$ cat src/rtl/mc14500_pkg.sv
// Shared types for the MC14500B-style sequencer and its 1-bit logic unit.
// Latency: none (types and constants only).
// Backpressure: none (types and constants only).
package mc14500_pkg;

    // Opcode field width; the operand address occupies the bits below it
    localparam int OPC_WIDTH = 4;

    typedef enum logic [OPC_WIDTH-1:0] {
        OP_NOPO = 4'h0,
        OP_LD   = 4'h1,
        OP_LDC  = 4'h2,
        OP_AND  = 4'h3,
        OP_ANDC = 4'h4,
        OP_OR   = 4'h5,
        OP_ORC  = 4'h6,
        OP_XNOR = 4'h7,
        OP_STO  = 4'h8,
        OP_STOC = 4'h9,
        OP_IEN  = 4'hA,
        OP_OEN  = 4'hB,
        OP_JMP  = 4'hC,
        OP_RTN  = 4'hD,
        OP_SKZ  = 4'hE,
        OP_NOPF = 4'hF
    } opcode_t;

    typedef enum logic [1:0] {
        ST_FETCH = 2'd0,
        ST_EXEC  = 2'd1,
        ST_WRITE = 2'd2
    } state_t;

endpackage

$ cat src/rtl/mc14500_lu.sv
// 1-bit logic unit: computes the next result register value from opcode, RR and masked data.
// Latency: purely combinational.
// Backpressure: none; opcodes that do not touch RR pass it through unchanged.
module mc14500_lu
    import mc14500_pkg::*;
(
    input  logic [OPC_WIDTH-1:0] op,
    input  logic                 rr,
    input  logic                 d,
    output logic                 rr_next
);

    // Select the new RR for logic/load opcodes, hold it for everything else
    always_comb begin
        rr_next = rr;
        case (opcode_t'(op))
            OP_LD:   rr_next = d;
            OP_LDC:  rr_next = ~d;
            OP_AND:  rr_next = rr & d;
            OP_ANDC: rr_next = rr & ~d;
            OP_OR:   rr_next = rr | d;
            OP_ORC:  rr_next = rr | ~d;
            OP_XNOR: rr_next = ~(rr ^ d);
            default: rr_next = rr;
        endcase
    end

endmodule

$ cat src/rtl/mc14500_icu.sv
// MC14500B-style sequencer: fetches instructions, drives the IO block, keeps RR/IEN/OEN/skip.
// Latency: 2 cycles per instruction (FETCH, EXEC), 3 for an enabled store (adds WRITE).
// Backpressure: halt freezes the sequencer in FETCH; EXEC and WRITE always run to completion.
module mc14500_icu
    import mc14500_pkg::*;
#(
    parameter int ADDR_WIDTH = 7,
    parameter int PC_WIDTH   = 8
) (
    input  logic                            clk,
    input  logic                            reset,
    input  logic                            halt,
    output logic [PC_WIDTH-1:0]             prog_addr,
    input  logic [OPC_WIDTH+ADDR_WIDTH-1:0] prog_data,
    output logic [ADDR_WIDTH-1:0]           io_address,
    input  logic                            io_rd,
    output logic                            io_wr_data,
    output logic                            io_write,
    output logic                            rr,
    output logic                            jmp,
    output logic                            rtn,
    output logic                            flag_o,
    output logic                            flag_f
);

    state_t                          state;
    logic [PC_WIDTH-1:0]             pc;
    logic [OPC_WIDTH+ADDR_WIDTH-1:0] ir;
    logic                            ien;
    logic                            oen;
    logic                            skip;

    logic [OPC_WIDTH-1:0]            fetch_op;
    logic [OPC_WIDTH-1:0]            exec_op;
    logic [ADDR_WIDTH-1:0]           exec_operand;
    logic                            d;
    logic                            rr_next;

    assign fetch_op     = prog_data[OPC_WIDTH+ADDR_WIDTH-1:ADDR_WIDTH];
    assign exec_op      = ir[OPC_WIDTH+ADDR_WIDTH-1:ADDR_WIDTH];
    assign exec_operand = ir[ADDR_WIDTH-1:0];
    assign d            = io_rd & ien;
    assign prog_addr    = pc;

    mc14500_lu u_lu (
        .op      (exec_op),
        .rr      (rr),
        .d       (d),
        .rr_next (rr_next)
    );

    // Sequencer FSM with all architectural registers, IO drive and strobes
    always_ff @(posedge clk or negedge reset) begin
        if (!reset) begin
            state      <= ST_FETCH;
            pc         <= '0;
            ir         <= '0;
            rr         <= 1'b0;
            ien        <= 1'b0;
            oen        <= 1'b0;
            skip       <= 1'b0;
            io_address <= '0;
            io_wr_data <= 1'b0;
            io_write   <= 1'b0;
            jmp        <= 1'b0;
            rtn        <= 1'b0;
            flag_o     <= 1'b0;
            flag_f     <= 1'b0;
        end else begin
            // Strobes and the write pulse last exactly one cycle
            jmp      <= 1'b0;
            rtn      <= 1'b0;
            flag_o   <= 1'b0;
            flag_f   <= 1'b0;
            io_write <= 1'b0;

            case (state)
                ST_FETCH: begin
                    if (!halt) begin
                        ir         <= prog_data;
                        pc         <= pc + PC_WIDTH'(1);
                        // Address and store data are taken at fetch so they are
                        // already settled for the whole EXEC cycle, a full cycle
                        // ahead of the io_write rising edge.
                        io_address <= prog_data[ADDR_WIDTH-1:0];
                        if (opcode_t'(fetch_op) == OP_STO) begin
                            io_wr_data <= rr;
                        end else if (opcode_t'(fetch_op) == OP_STOC) begin
                            io_wr_data <= ~rr;
                        end
                        state      <= ST_EXEC;
                    end
                end

                ST_EXEC: begin
                    state <= ST_FETCH;
                    if (skip) begin
                        // Skipped instruction: no state change, no strobes
                        skip <= 1'b0;
                    end else begin
                        rr <= rr_next;
                        case (opcode_t'(exec_op))
                            OP_NOPO: flag_o <= 1'b1;
                            OP_NOPF: flag_f <= 1'b1;
                            OP_STO, OP_STOC: begin
                                if (oen) begin
                                    io_write <= 1'b1;
                                    state    <= ST_WRITE;
                                end
                            end
                            OP_IEN: ien <= io_rd;
                            OP_OEN: oen <= io_rd;
                            OP_JMP: begin
                                pc  <= PC_WIDTH'(exec_operand);
                                jmp <= 1'b1;
                            end
                            OP_RTN: begin
                                skip <= 1'b1;
                                rtn  <= 1'b1;
                            end
                            OP_SKZ: skip <= ~rr;
                            default: ;
                        endcase
                    end
                end

                ST_WRITE: state <= ST_FETCH;

                default: state <= ST_FETCH;
            endcase
        end
    end

endmodule

$ cat config.mk
export PLATFORM = sky130hd
export DESIGN_NAME = mc14500_icu
export DESIGN_NICKNAME = d
export VERILOG_FILES = /design/src/rtl/mc14500_pkg.sv /design/src/rtl/mc14500_lu.sv /design/src/rtl/mc14500_icu.sv
export SDC_FILE = /design/constraint.sdc
export NUM_CORES = 1
export LEC_CHECK = 0
export ABC_CLOCK_PERIOD_IN_PS = 2500
export CORE_UTILIZATION = 52
export CTS_CLUSTER_DIAMETER = 50
export DETAILED_ROUTE_END_ITERATION = 12
export PLACE_DENSITY = 0.93
export SYNTH_ARGS = -nofsm -noshare
export SYNTH_HDL_FRONTEND = slang
export SYNTH_SLANG_ARGS = --single-unit
$ cat constraint.sdc
create_clock -name clk -period 2.5 [get_ports clk]
set_input_delay 0.625 -clock clk [delete_from_list [all_inputs] [get_ports clk]]
set_output_delay 0.625 -clock clk [all_outputs]
set_load 0.02 [all_outputs]
## Word level (Yosys, flattened, before mapping)

Index checks and enable logic that the tools add are counted.

| operators by class | value |
|---|---|
| $add $sub $neg | 1 |
| equal/unequal tests | 21 |
| muxes and demuxes | 30 |
| bitwise logic cells | 11 |
| reduce and logical (&&, ||, !) cells | 12 |

Operators by type and width:

| kind | number |
|---|---|
| equality test 4 bit, second input constant | 10 |
| 2-to-1 mux 8 bit | 3 |
| 2-to-1 mux 1 bit | 19 |
| equality test 4 x 3 -> 1 bit, second input constant | 4 |
| case mux 8 bit (2 select lines) | 1 |
| AND reduction 3 bit | 4 |
| adder 8 x 1 -> 8 bit, second input constant | 1 |
| equality test 4 x 2 -> 1 bit, second input constant | 2 |
| 2-to-1 mux 2 bit | 4 |
| case mux 1 bit (7 select lines) | 1 |
| nonzero test 7 bit | 1 |
| inverter 1 bit | 5 |
| equality test 4 x 1 -> 1 bit, second input constant | 1 |
| logical NOT 4 bit | 1 |
| != test 2 bit, second input constant | 2 |
| case mux 2 bit (2 select lines) | 1 |
| AND reduction 4 bit | 1 |
| nonzero test 2 bit | 2 |
| AND 1 bit | 3 |
| equality test 2 x 1 -> 1 bit, second input constant | 1 |
| logical NOT 2 bit | 1 |
| != test 2 x 1 -> 1 bit, second input constant | 1 |
| OR 1 bit | 2 |
| case mux 1 bit (2 select lines) | 1 |
| 3 further kinds | 3 |

| word-level totals | value |
|---|---|
| register bits after elaboration | 38 |
| output and inout port bits | 22 |
| logic and storage cells | 89 |

## Logic depth before layout (Yosys ltp)

Gate-level depths: netlist (run 1).

| logic depth | value |
|---|---|
| depth after elaboration | 5 |
| mapped depth | 6 |

## Hierarchy

From an unflattened synthesis (run 1), not the netlist that was laid out.

| second synthesis, totals | value |
|---|---|
| cells, all modules | 167 |
| area, all modules | 1632.8 um^2 |

Modules (own cells, without submodules):

| module | instances | cells an instance | area an instance (um^2) | sequential area each (um^2) |
|---|---|---|---|---|
| mc14500_icu | 1 | 158 | 1570.3 | 775.7 |
| mc14500_lu | 1 | 9 | 62.6 | 0.0 |

## Worst setup path before layout (run 1)

Ideal clock, no wire load.

| timing | value |
|---|---|
| path kind | input -> register |
| start | in halt |
| end | reg pc[7] (netlist: prog_addr[7]) |
| library setup time | 125 ps |
| data arrival time | 1620 ps |
| path slack | 754 ps |
| cell stages on the path | 5 |
| cells stage by stage | or3_1 > clkbuf_1 > nor3_1 > xnor2_1 > nor2_1 |

| on the way | value |
|---|---|
| word-level cells in the longest chain between the ends | 2 |

RTL lines:

| item | line | text |
|---|---|---|
| from (decl) | mc14500_icu.sv:12 | `input logic halt,` |
| != test 2 bit (no line) | -- |  |
| AND reduction 4 bit (no line) | -- |  |
| to (signal assigned) | mc14500_icu.sv:81 | `pc <= pc + PC_WIDTH'(1);` |
| to (signal assigned) | mc14500_icu.sv:114 | `pc <= PC_WIDTH'(exec_operand);` |
| to (decl) | mc14500_icu.sv:27 | `logic [PC_WIDTH-1:0] pc;` |

Every way passes these cells.
A chain may end at the register's enable or synchronous reset.

## Worst setup path after layout (run 1)

| timing | value |
|---|---|
| start | reg rr |
| end | out rr |

RTL lines:

| item | line | text |
|---|---|---|
| from (decl) | mc14500_icu.sv:19 | `output logic rr,` |
| from (signal assigned) | mc14500_icu.sv:101 | `rr <= rr_next;` |

No word-level cell between the ends.

==> results of run 1 <==
cells by family (layout without fill, tap and decap cells):
kind of cell	Yosys count	count (layout)	share of synthesized area, %
and+or+nand+nor	67	67	22.3
AOI/OAI and AO/OA	33	33	14.7
DFF	31	31	51.6
buffers and inverters	18	51	7.24
muxes	3	3	2.16
xor gates and xnor gates	2	2	1.16
adders and majority gates	1	1	0.832
synth_stat cells (all sizes together):
cell and instances:
dfrtp 31, o21a 1, nor3b 3, o22ai 4
a311oi 1, nand4 1, a21oi 13, ha 1
buf 10, o21ai 8, or4b 3, nand2 36
nor2 7, nor4 1, nand2b 3, inv 4
xnor2 2, mux2i 1, or3 2, or4 1
mux2 2, a31oi 3, clkbuf 4, a2bb2oi 1
o211ai 1, o31ai 1, or2b 1, nor4bb 1
nor3 3, nand3 5
cell type report:
cell class	count	area [um^2]
timing repair buffer	39	383
fill	203	857
tap	31	38.8
clock buffer	8	68.8
multi-input combinational	106	619
inverter	4	15.0
sequential	31	776
cell usage in the layout (no fill, tap or decap), types with 3 or more instances in the layout:
cell	instances
nand2_1	36
clkdlybuf4s50_1	36
dfrtp_1	31
o21ai_0	8
a21oi_1	8
nor2_1	7
nand3_1	5
a21oi_2	5
clkbuf_4	5
inv_1	4
o22ai_1	4
nor3b_1	3
nor3_1	3
a31oi_1	3
buf_4	3
metal layers:
layer  global-route usage, %  up-vias  part of all wire [%]
met2                    36.3       47                    51
li1                        -      597                     -
met1                    27.4      602                    42
met3                    6.51        4                   6.1
met5                       0        -                     0
met4                    10.4        0                   1.0
where the power goes:
group | internal, mW | switching (mW)
sequential | 0.612 | 0.136
combinational | 0.310 | 0.321
clock | 0.165 | 0.165
total | 1.09 | 0.622
state kept, by name, indices dropped and copies added, names as in the netlist:
register    cells
prog_addr       8
io_address      6
ir              5
state           2
flag_f          1
flag_o          1
ien             1
io_wr_data      1
io_write        1
jmp             1
oen             1
rr              1
rtn             1
skip            1
stage by stage:
| stage | hold slack [ns] | power (mW) | util [%] |
|---|---|---|---|
| after floorplan | 0.329 | 1.12 | - |
| after global placement | 0.481 | 1.36 | 66.4 |
| after detailed placement | 0.490 | 1.39 | 66.4 |
| after CTS | 0.497 | 1.72 | 68.9 |
| after global routing | 0.531 | 1.81 | 68.9 |
| final | 0.506 | 1.71 | 68.9 |
how the worst min path moves through the flow:
stage               endpoint  cells past startpoint  start  slack (ns)
finish                flag_o                      1  ir[9]        0.51
detailed placement    flag_o                      1  ir[9]        0.49
floorplan             flag_f                      0  reset        0.33
CTS                   flag_o                      1  ir[9]        0.50
global route          flag_o                      1  ir[9]        0.53
global placement      flag_o                      1  ir[9]        0.48
worst register-to-register path, cell delays in order, from the launching register on:
cell     delay, ns
dfrtp_1       0.52
or4b_4        0.58
o31ai_4       0.54
o21ai_0       0.16
a21oi_1       0.13
==> impl_results.md, run 1 <==
- Status: finished clean
- R2R Path Start: ir[7]
- Global Route Usage Sum: roughly 22%
- Setup CP Type: flop to output pin
- Post CTS Setup Buffer Count: 0
- Synth top area cells: dfrtp_1, nand2_1, buf_4
- Avg Cell Area, Syn: slightly below 10 um^2
- Die Ht: roughly 56 um
- WL per Instance: 14.0 um
- Worst slew margin: between 50 and 60%
- Gpl congestion: 0.829
- Layout area overhead: 26.4%
- Minimum clock period: 2.06 ns
- Antenna fix cells: 0
- Yosys cell types: 35
- Top cell type's share of synthesized area: 51.6%
- CP max-delay cell: clkdlybuf4s50_1
- Final net count: between 200 and 250
- Clock skew: roughly 0.0070 ns
- Worst skew pair latency: roughly 0.33 ns
- CTS Hold Bufs: 0
- Fin cells: 219
- DR DRC count: 0
- Root Driver: clkbuf_4
- Gate Count Post-Synth: roughly 160
- CTS tree: done
- Yosys top cell by area: dfrtp_1
- Post-Route WL: 3070 um
- Largest net degree at the start of global routing: 32
- Flop-to-flop setup slack: roughly 0.50 ns
- Clock slew at reported path FFs: 0.09 ns
- FF+latch count, synth: 31
- Reg2reg path depth: 4
- Clock sinks: 31
- Critical Path RT: 1.88 ns
- Seq/Total Area, Yosys: 51.6%
- Core Area: 2760 um^2
- Design area: around 1900 um^2
- Die Width: 55.8 um
- CTS H-tree depth: 2
- Worst setup EP type: output pin
- Setup total negative slack: 0 ns
- RSZ-0062 raised after global routing: false
- Via density: 5.71
- Net Count, Synth: 171
- CP Capture Point: rr
- Leak pwr: ~0.82 nW
- Antenna violations before repair: 0
- Startpoint Class: flop
- Vias in the first global route: ~1.2k
- Critical Path Fanout Max: 5
- Post-synthesis cell area: 1500 um^2
- Grt total ovfl: 0
- Ports: 37
- Antenna Nets Post-Route: 0
- Full die area: slightly above 3000 um^2
- Buf+Inv Stages, Crit Path: 1
- Setup WS pre-CTS: 0.316 ns
- Total CTS buffers: 5
- Starting Density: 54.5%
- Critical path's top delay family: buffers and inverters
- Crit. Startpoint: rr
- Pwr Density: 900 nW/um^2
- Via count: 1250
- IO buf count: 36
- Max VDD drop: 0.634 mV
- Final period util: 82.4%
- Router iterations before antenna repair: 4
- Critical R2R Capture: prog_addr[0]
- Hold Fails Final Rpt: 0
- Placed cell area: 1830 um^2
- Total of max-cap violations: 0
- Min-Delay Path Class: flop to flop
- Drt initial violations: 34
- Resize count post-CTS: 0
- Crit path depth: 1
- First-pass GRT wire length: 5300 um
- Finish-stage setup viols: 0
- Slew Viols, Final: 0
- Critical path's largest stage delay: 0.64 ns
- WP data arrival: about 1.4 ns
- Clk buf depth: 2
- # rows: 19
- Fmax: around 490 MHz
- CP Cell Sequence: clkdlybuf4s50_1
- Slew of the pin with the lowest slew margin: 0.634 ns
- Yosys warning count: 0
- # placed instances: 211
- Layout cells sized above 1: 12.2%
- HPWL Detailed: roughly 2200 um
- Final worst slack: roughly 0.44 ns
Note: power is estimated with default switching activity, not from simulation.
==> inputs of run 2 (changes only) <==
ABC_CLOCK_PERIOD_IN_PS = 2090   (was 2500)
CORE_UTILIZATION = 48   (was 52)
PLACE_DENSITY = 0.87   (was 0.93)
clock period = 2.09 ns   (was 2.5 ns; I/O delays follow)
==> run 2 against run 1 <==
- design area is 2.0% higher
- die area is 8.0% higher
- clock-buffer cell count unchanged
- combinational power up 25%
- non-clock buffer count grew 5
- register-to-register slack got worse by 0.29 ns
- worst hold slack improved by 0.0067 ns
- sequential share of layout area fell by 0.79 points
- via count up 0.96%
- first-iteration DRC count up 85%
- final cell count rose by 2.3%
- highest routed layer unchanged
==> impl_results.md, run 2 (same netlist as run 1, synthesis figures left out) <==
- Fmax: 508 MHz
- Clock sinks: 31 (unchanged)
- Clock skew: 0.00448 ns (was 0.00701 ns)
- Critical Path RT: 1.57 ns (was 1.88 ns)
- Net switching power: 748 uW (was 622 uW)
- Layout cells sized above 1: 14.5% (was 12.2%)
- Internal power: 1.31 mW (was 1.09 mW)
- Clk pwr share: 19.2% (was 19.3%)
- Die Ht: 58.0 um (was 55.8 um)
- WP data arrival: 1.45 ns (was 1.43 ns)
- DR DRC count: 0 (unchanged)
- WL per Instance: 14.1 um (was 14.0 um)
- Global Route Usage Sum: 21.2% (was 22.3%)
- Switching Share: 36.3% (was 36.4%)
- Root Driver: clkbuf_4 (unchanged)
- R2R Path Start: skip (was ir[7])
- Critical path's top delay family: buffers and inverters (unchanged)
- Total power: 2.06 mW (was 1.71 mW)
- Final period util: 94.2%
- Vias in the first global route: 1160 (was 1183)
- Critical Path Fanout Max: 5 (unchanged)
- Clk buf depth: 2 (unchanged)
- Final net count: 208 (was 203)
- Final core utilization: 67.9% (was 68.9%)
- CP Cell Sequence: clkdlybuf4s50_1 (unchanged)
- Slew Viols, Final: 0 (unchanged)
- Sequential Power Share: 42.7% (was 43.8%)
- Worst skew pair latency: 0.33 ns (about the same)
- Fin cells: 224 (was 219)
- Grt total ovfl: 0 (unchanged)
- Gpl congestion: 0.874 (was 0.829)
- Total of max-cap violations: 0 (unchanged)
- Min-Delay Path Class: flop to flop (unchanged)
- Minimum clock period: approximately 2.0 ns
- Buf+Inv Stages, Crit Path: 1 (unchanged)
- CTS tree: done (unchanged)
- Slew of the pin with the lowest slew margin: 0.664 ns (was 0.634 ns)
- # rows: 19 (unchanged)
- Max VDD drop: 0.508 mV (was 0.634 mV)
- Max reg flops: 8 (unchanged)
- Worst setup EP type: output pin (unchanged)
- Antenna violations before repair: 0 (unchanged)
- Post-Route WL: 3170 um (was 3070 um)
- Hold Fails Final Rpt: 0 (unchanged)
- Critical path's largest stage delay: 0.65 ns (was 0.64 ns)
- Hold Startpoint: io_address[2] (was ir[9])
- Via density: 5.63 (was 5.71)
- CTS Hold Bufs: 0 (unchanged)
- Largest net degree at the start of global routing: 32 (unchanged)
- Ports: 37 (unchanged)
- Starting Density: 52.7% (was 54.5%)
- Via count: 1262 (was 1250)
- Antenna Nets Post-Route: 0 (unchanged)
- Antenna fix cells: 0 (unchanged)
- First-pass GRT wire length: 5240 um (was 5300 um)
- CTS H-tree depth: 2 (unchanged)
- Full die area: 3360 um^2 (was 3110 um^2)
- Finish-stage setup viols: 0 (unchanged)
- # placed instances: 216 (was 211)
- Crit. Startpoint: rr (unchanged)
- CP max-delay cell: clkdlybuf4s50_1 (unchanged)
- Post CTS Setup Buffer Count: 0 (unchanged)
- Startpoint Class: flop (unchanged)
- Router iterations before antenna repair: 6 (was 4)
- Leak pwr: 0.849 nW (was 0.825 nW)
- Status: finished clean (unchanged)
- Total CTS buffers: 5 (unchanged)
- Drt initial violations: 63 (was 34)
- Setup total negative slack: 0 ns (unchanged)
- RSZ-0062 raised after global routing: false (unchanged)
- Fill cells: 226 (was 203)
- Worst slew margin: 55.8% (was 57.7%)
- Setup CP Type: flop to output pin (unchanged)
- Core Area: 2850 um^2 (was 2760 um^2)
- Pwr Density: 1060 nW/um^2 (was 900 nW/um^2)
- Highest-count cells in the layout ignoring fill and taps: nand2_1, clkdlybuf4s50_1, dfrtp_1 (unchanged)
- Layout area overhead: 28.9% (was 26.4%)
- IO buf count: 36 (unchanged)
- HPWL Detailed: 2260 um (was 2220 um)
- Logic pwr share: 38.1% (was 36.9%)
- Die Width: 58.0 um (was 55.8 um)
- Resize count post-CTS: 0 (unchanged)
- Clock slew at reported path FFs: 0.09 ns (about the same)
run 2: cell types whose count changed in the layout (fill, tap and decap cells not counted), sizes merged:
cell and change:
buf +5
run 2: layer usage:
layer / routed length (um) / vias up / track usage (%)
li1: - / 606 / -
met4: 95 / 0 / 12.2
met2: 1540 / 52 / 30.9
met3: 186 / 9 / 6.47
met1: 1350 / 595 / 28.3
met5: 0 / - / 0
run 2: stage by stage:
stage / hold slack, ns / setup slack (ns) / area [um^2]
global route: 0.531 / 0.0836 / 1940
global placement: 0.490 / 0.0984 / 1870
finish: 0.513 / 0.122 / 1940
detailed placement: 0.496 / 0.0154 / 1870
floorplan: 0.227 / 0.362 / 1500
CTS: 0.507 / 0.115 / 1940
run 2: area by class of cell:
class	count	area, um^2	share of cell area (%)
Clock buffer	8	68.8	3.55
Inverter	4	15.0	0.775
Sequential cell	31	776	40.0
Tap cell	31	38.8	2.00
Timing Repair Buffer	44	420	21.7
Multi-Input combinational cell	106	619	32.0
run 2: worst paths after layout:
path / cells after the start / endpoint / slack, ns
min in group asynchronous: 2 / io_address[0] / 0.56
worst min register to register: 2 / io_address[2] / 0.51
max in group asynchronous: 2 / rtn / 1.25
worst max register to register: 4 / prog_addr[3] / 0.21
worst min-delay path: 2 / io_address[2] / 0.51
worst max-delay path: 1 / rr / 0.12
run 2: power by group through the flow:
stage	clock, mW	combinational [mW]	sequential (mW)
finish	0.396	0.786	0.880
global route	0.434	0.841	0.899
CTS	0.403	0.785	0.877
detailed placement	0	0.780	0.887
global placement	0	0.756	0.880
floorplan	0	0.375	0.968
run 2: tightest hold or removal path, stage by stage (launching register included):
cell     delay [ns]
dfrtp_1        0.38
nand2_1        0.05
nand2_1        0.05
